`config.mk`:
```
export PLATFORM = sky130hd
export DESIGN_NAME = dp_seq_ctrl
export DESIGN_NICKNAME = d
export VERILOG_FILES = /design/src/rtl/dp_seq_ctrl.sv
export SDC_FILE = /design/constraint.sdc
export NUM_CORES = 1
export LEC_CHECK = 0
export BUFFER_PORTS_ARGS = -buffer_cell sky130_fd_sc_hd__buf_4
export CORE_ASPECT_RATIO = 1.75
export CORE_MARGIN = 5
export CORE_UTILIZATION = 40
export DETAILED_ROUTE_END_ITERATION = 8
export GPL_TIMING_DRIVEN = 0
export PLACE_DENSITY = 0.65
export SYNTH_ARGS = -nofsm -noshare
export SYNTH_HDL_FRONTEND = slang
export SYNTH_SLANG_ARGS = --single-unit
```
`constraint.sdc`:
```
create_clock -name ck -period 3.1 [get_ports ck]
set_clock_uncertainty 0.15 [all_clocks]
set_input_delay 0.31 -clock ck [delete_from_list [all_inputs] [get_ports ck]]
set_output_delay 0.31 -clock ck [all_outputs]
set_load 0.01 [all_outputs]
```
`src/rtl/dp_seq_ctrl.sv`:
```
// Layer sequencer for the convolution/dot-product datapath: walks every tile of a layer
// and emits the per-cycle npu, kernel-step and result-pipe strobes from terminal-count flags.
module dp_seq_ctrl #(
    parameter int PIPE_LAT = 3,
    parameter int TCNT_W   = 16
) (
    input  logic              ck,
    input  logic              rst,
    input  logic              start,
    input  logic              abort,
    input  logic              stall,
    input  logic              s_tc_npu_ptr,
    input  logic              s_tc_hmode,
    input  logic              s_tc_vmode,
    input  logic              s_tc_res,
    input  logic              s_tc_tilev,
    input  logic              s_tc_tileh,
    input  logic              s_tc_tileb,
    input  logic              s_tc_tilec,
    output logic              ctrl_en_npu,
    output logic              ctrl_ldh_v_n,
    output logic              ctrl_en_hmode,
    output logic              ctrl_en_vmode,
    output logic              ctrl_wr_pipe,
    output logic              busy,
    output logic              done,
    output logic [TCNT_W-1:0] tile_cnt
);

    typedef enum logic [2:0] {
        S_IDLE  = 3'd0,
        S_LOADV = 3'd1,
        S_HMODE = 3'd2,
        S_VSTEP = 3'd3,
        S_FLUSH = 3'd4,
        S_WRITE = 3'd5,
        S_NEXT  = 3'd6,
        S_DONE  = 3'd7
    } state_t;

    localparam logic [3:0] FLUSH_INIT = 4'(PIPE_LAT - 1);

    state_t            r_state;
    state_t            w_state_nxt;
    logic [3:0]        r_flush_cnt;
    logic [3:0]        w_flush_cnt_nxt;
    logic              r_last_tile;
    logic              w_last_tile_nxt;
    logic [TCNT_W-1:0] r_tile_cnt;
    logic [TCNT_W-1:0] w_tile_cnt_nxt;
    logic              w_hold;
    logic              w_last_flags;

    // stall only freezes the active walk; IDLE and DONE always advance
    assign w_hold       = stall && (r_state != S_IDLE) && (r_state != S_DONE);
    assign w_last_flags = s_tc_tilev & s_tc_tileh & s_tc_tileb & s_tc_tilec;

    always_ff @(posedge ck or posedge rst) begin
        if (rst) begin
            r_state     <= S_IDLE;
            r_flush_cnt <= 4'd0;
            r_last_tile <= 1'b0;
            r_tile_cnt  <= '0;
        end else begin
            r_state     <= w_state_nxt;
            r_flush_cnt <= w_flush_cnt_nxt;
            r_last_tile <= w_last_tile_nxt;
            r_tile_cnt  <= w_tile_cnt_nxt;
        end
    end

    always_comb begin
        w_state_nxt     = r_state;
        w_flush_cnt_nxt = r_flush_cnt;
        w_last_tile_nxt = r_last_tile;
        w_tile_cnt_nxt  = r_tile_cnt;
        if (abort) begin
            w_state_nxt = S_IDLE;
        end else if (!w_hold) begin
            case (r_state)
                S_IDLE: begin
                    if (start) begin
                        w_state_nxt    = S_LOADV;
                        w_tile_cnt_nxt = '0;
                    end
                end
                S_LOADV: begin
                    if (s_tc_npu_ptr) begin
                        w_state_nxt = S_HMODE;
                    end
                end
                S_HMODE: begin
                    if (s_tc_hmode) begin
                        if (s_tc_vmode) begin
                            w_state_nxt     = S_FLUSH;
                            w_flush_cnt_nxt = FLUSH_INIT;
                        end else begin
                            w_state_nxt = S_VSTEP;
                        end
                    end
                end
                S_VSTEP: begin
                    w_state_nxt = S_HMODE;
                end
                S_FLUSH: begin
                    if (r_flush_cnt == 4'd0) begin
                        w_state_nxt = S_WRITE;
                    end else begin
                        w_flush_cnt_nxt = r_flush_cnt - 4'd1;
                    end
                end
                S_WRITE: begin
                    if (s_tc_res) begin
                        w_last_tile_nxt = w_last_flags;
                        w_tile_cnt_nxt  = r_tile_cnt + TCNT_W'(1);
                        w_state_nxt     = S_NEXT;
                    end
                end
                S_NEXT: begin
                    w_state_nxt = r_last_tile ? S_DONE : S_LOADV;
                end
                S_DONE: begin
                    w_state_nxt = S_IDLE;
                end
                default: begin
                    w_state_nxt = S_IDLE;
                end
            endcase
        end
    end

    // Moore strobe decode; a stall blanks every strobe in the same cycle
    always_comb begin
        ctrl_en_npu   = 1'b0;
        ctrl_ldh_v_n  = 1'b0;
        ctrl_en_hmode = 1'b0;
        ctrl_en_vmode = 1'b0;
        ctrl_wr_pipe  = 1'b0;
        case (r_state)
            S_LOADV: begin
                ctrl_en_npu  = !stall;
                ctrl_ldh_v_n = !stall;
            end
            S_HMODE: begin
                ctrl_en_npu   = !stall;
                ctrl_en_hmode = !stall;
            end
            S_VSTEP: begin
                ctrl_en_npu   = !stall;
                ctrl_en_vmode = !stall;
            end
            S_FLUSH: begin
                ctrl_en_npu = !stall;
            end
            S_WRITE: begin
                ctrl_en_npu  = !stall;
                ctrl_wr_pipe = !stall;
            end
            default: begin
                ctrl_en_npu = 1'b0;
            end
        endcase
    end

    assign busy     = (r_state != S_IDLE);
    assign done     = (r_state == S_DONE);
    assign tile_cnt = r_tile_cnt;

endmodule
```
==> out/metrics.yaml, run 1 <==
wl_per_cell_microns: 15.5
syn_area_per_cell_sq_um: 8.49
reg2reg_from: "r_state[0]"
grtUsageTotal_pct: 16.5
clock_latency_ns: 0.27
reg2reg_slack_ns: 0.85
timing.slew.headroom_pct: 28.8
routed_wl_microns: 4090
p_leak_nw: 0.853
syn_inst: 180
cts_setup_buffers: 0
synth_cell_types: 43
yosys_warnings: 0
period_needed_ns: 2.25
synth_common_cells: "28 x o21ai_0, 24 x dfrtp_1, 18 x nand2_1"
area_growth_pct: 23.2
finalWorstSetupSlack_ns: 0.845
synthArstFlopShare_pct: 100
synth_seq_area_share_pct: 39.3
cts_resized: 0
finalNetCount: 235
synth_flop_cell: "dfrtp_1"
die_height_microns: 91.8
rsz0062_at_grt: "false"
finalMaxSlewViolations: 0
vdd_drop_max_uv: 285
status: "finished, final reports clean"
firstDrtPassIters: 4
num_vias: 1549
cts-root-buf: "clkbuf_8"
dp_hpwl_microns: 3090
synth_edf_count: 0
grt_max_degree: 25
synth_area_leaders: "dfrtp_1 39%, o21ai_0 9.2%, nand2_1 4.4%, a21oi_1 3.3%, nand3_1 3.3%"
htreeDepth: 1
worst_pin_slew_ns: 1.06
grt_pass1_wl_microns: 7090
cts_inserted_buffers: 3
io_buffers: 34
cp.arrival_ns: 2.25
syn_area_sq_mm: 0.00153
drtIter0Drc: 58
ys_ff_latch: 24
grt_overflow_total: 0
drive_above_1_share_pct: 24.4
die_area_sq_mm: 0.00521
antenna_found_initial: 0
pre_cts_ws_ns: 0.878
reg2reg_depth: 7
ioPinCount: 36
ctsHoldBuffers: 0
clock-sinks: 24
crit_type: "register to register"
worstPathMaxFanout: 10
hold_viol_final: 0
synth_top_cell_area_share_pct: 39.3
antenna_left: 0
setup_viol: 0
timing.max_cap.violations: 0
pwr_density_cell_mw_per_mm2: 442
worstReg2RegEnd: "tile_cnt[12]"
route.detailed.drc: 0
rows: 29
initial_core_util_pct: 41.7
die_w_microns: 56.7
timing.final.crit_share_pct: 72.7
crit_required_ns: 3.09
cp-start-kind: "register"
endpoint_kind: "register"
path_clk_slew_ns: 0.09
core_area_sq_mm: 0.00366
n_antenna_cell: 0
cts_tree: "done"
yosysMostFrequentCell: "o21ai_0"
synth.net_count: 196
fmax_ghz: 0.443
yosysTopAreaCell: "dfrtp_1"
fin_setup_tns_ns: 0
grt_pass1_vias: 1544
clock_tree.buffer_depth: 2
gp_routability_congestion: 0.852
vias_per_cell: 5.89
hold_class: "primary input to async pin"
==> sequential cells by signal (all words and copies together) (netlist names) <==
| register | cells |
|---|---|
| r_flush_cnt | 4 |
| r_last_tile | 1 |
| r_state | 3 |
| tile_cnt | 16 |
==> worst max-delay path, cell delays in order (launching register included) <==
cell and delay (ns):
dfrtp_1 0.40, buf_6 0.14, or3b_2 0.47, a21oi_1 0.17, nand2_1 0.20, buf_2 0.25, o21ai_0 0.24, o41ai_2 0.10
==> cells in the final DEF, fill, tap and decap left out, types with 2 or more instances in the layout <==
cell type   n
nand2b_1    3
or3_1       2
or4_1       2
o21ai_0    28
nor3_1      3
a41oi_1     2
a31oi_1     4
buf_2       6
clkbuf_8    3
clkbuf_1    3
nand4_1     5
a21o_1      2
nand3_1    10
a21oi_1    10
inv_1       7
nor4b_1     2
and3_1      2
o31ai_1     6
ha_1        3
buf_4      34
dfrtp_1    24
nor2_1     12
nand2_1    18
nand3b_1    5
==> where the power goes <==
group / switching (mW) / total (mW) / internal, mW / leakage, nW
clock: 0.0982 / 0.185 / 0.0869 / 0.0216
combinational: 0.165 / 0.296 / 0.131 / 0.506
sequential: 0.0187 / 0.350 / 0.332 / 0.326
total: 0.282 / 0.832 / 0.550 / 0.853
==> layer usage <==
metal	up-vias	wire length (microns)	global-route usage [%]
li1	744	-	-
met1	744	1540	18.5
met2	53	2270	30.7
met3	8	201	2.67
met4	0	70	5.61
met5	-	0	0
==> cell families after synthesis <==
kind of cell	count (synthesis)	synth area share (%)
AO/OA/AOI/OAI	61	25.4
adder cells (fa/ha/maj)	3	2.46
buffers and inverters	18	5.40
flip-flops	24	39.3
AND/OR/NAND/NOR	74	27.5
==> cell type report <==
type                       count  area (sq um)
clock buffer                   3          41.3
timing repair buffer          34           255
buffer                        11          56.3
tap                           46          57.6
inverter                       7          26.3
fill                         347          1780
multi-input combinational    138           846
sequential                    24           601
==> metrics by stage <==
stage | total power, mW | instances | util, % | instance area, sq um | hold WS, ns
floorplan | 0.559 | 180 | - | 1530 | 0.175
global placement | 0.641 | 260 | 50.3 | 1840 | 0.320
detailed placement | 0.652 | 260 | 50.3 | 1840 | 0.326
CTS | 0.832 | 263 | 51.4 | 1880 | 0.113
global route | 0.880 | 263 | 51.4 | 1880 | 0.113
finish | 0.832 | 263 | 51.4 | 1880 | 0.101
==> worst max path at each step <==
| stage | startpoint | to | slack [ns] | depth (start not counted) |
|---|---|---|---|---|
| 4_1_cts | r_state[0] | tile_cnt[12] | 0.86 | 7 |
| 2_1_floorplan | r_state[0] | r_flush_cnt[3] | 1.14 | 6 |
| 3_3_place_gp | r_state[0] | tile_cnt[12] | 0.92 | 7 |
| 5_1_grt | tile_cnt[4] | tile_cnt[15] | 0.64 | 5 |
| 3_5_place_dp | r_state[0] | tile_cnt[12] | 0.88 | 7 |
| 6_report | r_state[0] | tile_cnt[12] | 0.85 | 7 |
(Power assumes the default switching activity.)
==> inputs of run 2 (changes only) <==
PLACE_DENSITY = 0.68   (was 0.65)
clock period = 1.9 ns   (was 3.1 ns; I/O delays follow)
==> out/metrics.yaml, run 2 (same netlist as run 1, synthesis figures left out) <==
cts_inserted_buffers: 3
crit_buf_inv: 0
cts-root-buf: "clkbuf_8"
die_w_microns: 56.7
reg2reg_from: "r_state[1]"
finalNetCount: 249
drtIter0Drc: 44
grt_pass1_wl_microns: 7510
timing.max_cap.violations: 0
period_needed_ns: 1.99
die_height_microns: 91.8
crit_type: "register to register"
endpoint_kind: "register"
final_cell_mix: "44 x buf_4, 21 x dfrtp_1, 16 x nand2_1"
fmax_ghz: 0.502
clock_latency_ns: 0.26
worst_pin_slew_ns: 0.912
io_buffers: 34
power_mw: 1.59
p_leak_nw: 1.02
regArea_sq_um: 604
pwr_density_cell_mw_per_mm2: 692
ctsHoldBuffers: 0
worstReg2RegEnd: "r_flush_cnt[3]"
violations: "negative hold slack, negative setup slack"
core_area_sq_mm: 0.00366
largest_reg_flops: 16
worstPathCellList: "or3b_1 -> a21oi_4 -> o21ai_4 -> or4_1 -> nand3_1"
gp_routability_congestion: 0.787
critPathMaxStageDelay_ns: 0.47
clock_tree.buffer_depth: 2
multi_input_area_sq_mm: 0.00108
drive_above_1_share_pct: 46.6
fill_cells: 327
vdd_drop_max_uv: 702
die_area_sq_mm: 0.00521
firstDrtPassIters: 4
fin_setup_tns_ns: -0.543
dp_hpwl_microns: 2840
finalMaxSlewViolations: 0
worstPathMaxFanout: 7
path_clk_slew_ns: 0.09
stdcell_area_sq_mm: 0.00230
routed_wl_microns: 4550
fin_util_pct: 62.9
slowest_stage: "or3b_1"
holdWs_ns: -0.0315
cp-start-kind: "register"
num_vias: 1658
area_growth_pct: 50.7
rows: 29
ioPinCount: 36
antenna_found_initial: 0
cts_tree: "done"
finalWorstSetupSlack_ns: -0.0913
setup_viol: 14
hold_class: "primary input to async pin"
hold_viol_final: 24
route.detailed.drc: 0
place_area_sq_mm: 0.00186
status: "finished with violations"
grt_overflow_total: 0
n_antenna_cell: 0
crit_family: "simple AND/OR/NAND/NOR gates"
wl_per_cell_microns: 16.4
htreeDepth: 1
crit_required_ns: 1.95
reg2reg_depth: 5
vias_per_cell: 5.96
grt_pass1_vias: 1651
timing.slew.headroom_pct: 39.1
timing.final.crit_share_pct: 105
initial_core_util_pct: 41.7
reg2reg_slack_ns: -0.09
antenna_left: 0
grtUsageTotal_pct: 17.5
rsz0062_at_grt: "true"
grt_max_degree: 25
cp.arrival_ns: 2.05
final_common_cell: "buf_4"
clock-sinks: 24
## run 2: where the power goes
part | leakage [nW] | switching (mW) | internal [mW]
clock | 0.0288 | 0.164 | 0.185
sequential | 0.321 | 0.0311 | 0.542
combinational | 0.673 | 0.362 | 0.309
total | 1.02 | 0.557 | 1.04
## run 2: worst max-delay path by stage
stage / from / end / slack [ns] / depth (start not counted)
final: r_state[1] / r_flush_cnt[3] / -0.09 / 5
after global routing: r_state[1] / tile_cnt[12] / -0.15 / 6
after CTS: r_state[2] / r_flush_cnt[3] / -0.07 / 6
after detailed placement: r_state[1] / tile_cnt[3] / -0.30 / 5
after global placement: r_state[1] / tile_cnt[3] / -0.27 / 5
after floorplan: r_state[2] / r_flush_cnt[3] / -0.01 / 6
## run 2: final cells by class
class	instances	share of cell area, %
buffer	9	3.37
clock buffer	4	2.39
inverter	7	1.14
multi-input combinational	138	47.1
sequential	24	26.2
tap	46	2.50
timing repair buffer	50	17.3
## run 2: repair_timing
action                                  4_1_cts  5_1_grt
resized for setup                            55       31
gates cloned                                  1        0
pin swaps                                    14       12
endpoints found under the setup margin       24       26
buffers inserted                             13        2
## run 2: routing by layer
metal	global-route usage, %	wire, microns
met1	20.6	1830
met2	31.9	2510
met3	2.39	134
met4	5.80	82
met5	0	0
## run 2: stage by stage
step | cells | worst slack [ns]
after floorplan | 180 | -0.0132
after global placement | 260 | -0.266
after detailed placement | 260 | -0.301
after CTS | 278 | -0.0707
after global routing | 278 | -0.152
final | 278 | -0.0913
==> inputs of run 3 (changes only) <==
--- a/config.mk
+++ b/config.mk
@@ -11,5 +11,6 @@
 export CORE_UTILIZATION = 40
+export CTS_CLUSTER_DIAMETER = 200
 export DETAILED_ROUTE_END_ITERATION = 8
 export GPL_TIMING_DRIVEN = 0
-export PLACE_DENSITY = 0.68
+export PLACE_DENSITY = 0.75
 export SYNTH_ARGS = -nofsm -noshare
--- a/constraint.sdc
+++ b/constraint.sdc
@@ -4,2 +4,2 @@
 set_output_delay 0.19 -clock ck [all_outputs]
-set_load 0.01 [all_outputs]
+set_load 0.005 [all_outputs]
==> out/metrics.yaml, run 3 (same netlist as run 1, synthesis figures left out) <==
endpoint_kind: "register"
reg2reg_depth: 6
cts_tree: "done"
largest_reg_flops: 16
drive_above_1_share_pct: 39.0
hold_viol_final: 19
die_height_microns: 91.8
crit_required_ns: 1.95
path_clk_slew_ns: 0.08
holdWs_ns: -0.00453
cts_inserted_buffers: 3
status: "finished with violations"
worst_pin_slew_ns: 0.951
grt_max_degree: 25
grt_pass1_wl_microns: 6740
area_growth_pct: 42.8
antenna_found_initial: 0
crit_type: "register to register"
fmax_ghz: 0.509
cts-root-buf: "clkbuf_8"
finalWorstSetupSlack_ns: -0.0633
rsz0062_at_grt: "true"
clock_latency_ns: 0.26
firstDrtPassIters: 5
period_needed_ns: 1.96
worstPathMaxFanout: 10
ioPinCount: 36
antenna_left: 0
finalMaxSlewViolations: 0
setup_viol: 13
initial_core_util_pct: 41.7
grtUsageTotal_pct: 15.8
violations: "negative hold slack, negative setup slack"
reg2reg_from: "r_state[2]"
die_w_microns: 56.7
grt_pass1_vias: 1529
cp-start-kind: "register"
core_area_sq_mm: 0.00366
route.detailed.drc: 0
fin_util_pct: 59.6
die_area_sq_mm: 0.00521
power_mw: 1.51
finalNetCount: 249
clock_tree.buffer_depth: 2
num_vias: 1620
hold_class: "primary input to async pin"
rows: 29
vdd_drop_max_uv: 389
cp.arrival_ns: 2.01
grt_overflow_total: 0
io_buffers: 34
routed_wl_microns: 4300
wl_per_cell_microns: 15.5
gp_routability_congestion: 0.800
timing.slew.headroom_pct: 36.5
pwr_density_cell_mw_per_mm2: 691
reg2reg_slack_ns: -0.06
final_common_cell: "buf_4"
ctsHoldBuffers: 0
vias_per_cell: 5.85
drtIter0Drc: 57
timing.max_cap.violations: 0
p_leak_nw: 0.995
timing.final.crit_share_pct: 103
worstReg2RegEnd: "r_flush_cnt[3]"
n_antenna_cell: 0
clock-sinks: 24
final_cell_mix: "45 x buf_4, 22 x dfrtp_1, 18 x o21ai_1"
dp_hpwl_microns: 2950
htreeDepth: 1
[run 3: changes by cell type in the layout (fill, tap and decap cells not counted), sizes merged]
cell,previous run,this run
clkbuf,6,5
[run 3: metrics by stage]
stage / area, sq um / instances / setup slack, ns / hold WS, ns / setup TNS, ns
4_1_cts: 2070 / 273 / -0.0673 / 0.0101 / -0.204
3_5_place_dp: 1840 / 260 / -0.212 / 0.280 / -2.89
2_1_floorplan: 1530 / 180 / -0.0435 / 0.0546 / -0.0435
5_1_grt: 2180 / 277 / -0.131 / 0.00758 / -1.43
6_report: 2180 / 277 / -0.0633 / -0.00453 / -0.336
3_3_place_gp: 1840 / 260 / -0.220 / 0.272 / -2.67
[run 3: worst max path at each step]
stage               slack, ns             end  cells after the start       start
floorplan               -0.04  r_flush_cnt[3]                      6  r_state[0]
global placement        -0.22    tile_cnt[10]                      7  r_state[0]
detailed placement      -0.21     tile_cnt[4]                      7  r_state[0]
CTS                     -0.07  r_flush_cnt[3]                      6  r_state[0]
global route            -0.13    tile_cnt[15]                      7  r_state[0]
finish                  -0.06  r_flush_cnt[3]                      6  r_state[2]
[run 3: cell type report]
| cell class | instances | area, sq um |
|---|---|---|
| Multi-Input combinational cell | 138 | 978 |
| Inverter | 7 | 26.3 |
| Fill cell | 327 | 1480 |
| Sequential cell | 24 | 603 |
| Buffer | 10 | 93.8 |
| Timing Repair Buffer | 49 | 383 |
| Clock buffer | 3 | 41.3 |
| Tap cell | 46 | 57.6 |
[run 3: worst max-delay path: stages, from the launching register on]
cell	delay (ns)
dfrtp_1	0.39
buf_6	0.14
or3_4	0.38
a31oi_4	0.26
o21ai_4	0.09
or4_1	0.40
nand3_1	0.08
[run 3: repair_timing]
action	4_1_cts	5_1_grt
buffers inserted	10	5
pin swaps	8	8
endpoints found under the setup margin	23	26
gates resized for setup	44	23
[run 3: report_power, final]
part | switching (mW) | leakage, nW | internal, mW
clock network | 0.152 | 0.0216 | 0.142
registers | 0.0298 | 0.323 | 0.542
logic | 0.326 | 0.651 | 0.318
[run 3: layer usage]
metal | part of all wire (%) | global-route usage [%]
met4 | 1.4 | 3.87
met2 | 58 | 30.3
met3 | 3.0 | 1.97
met1 | 38 | 17.9
met5 | 0 | 0
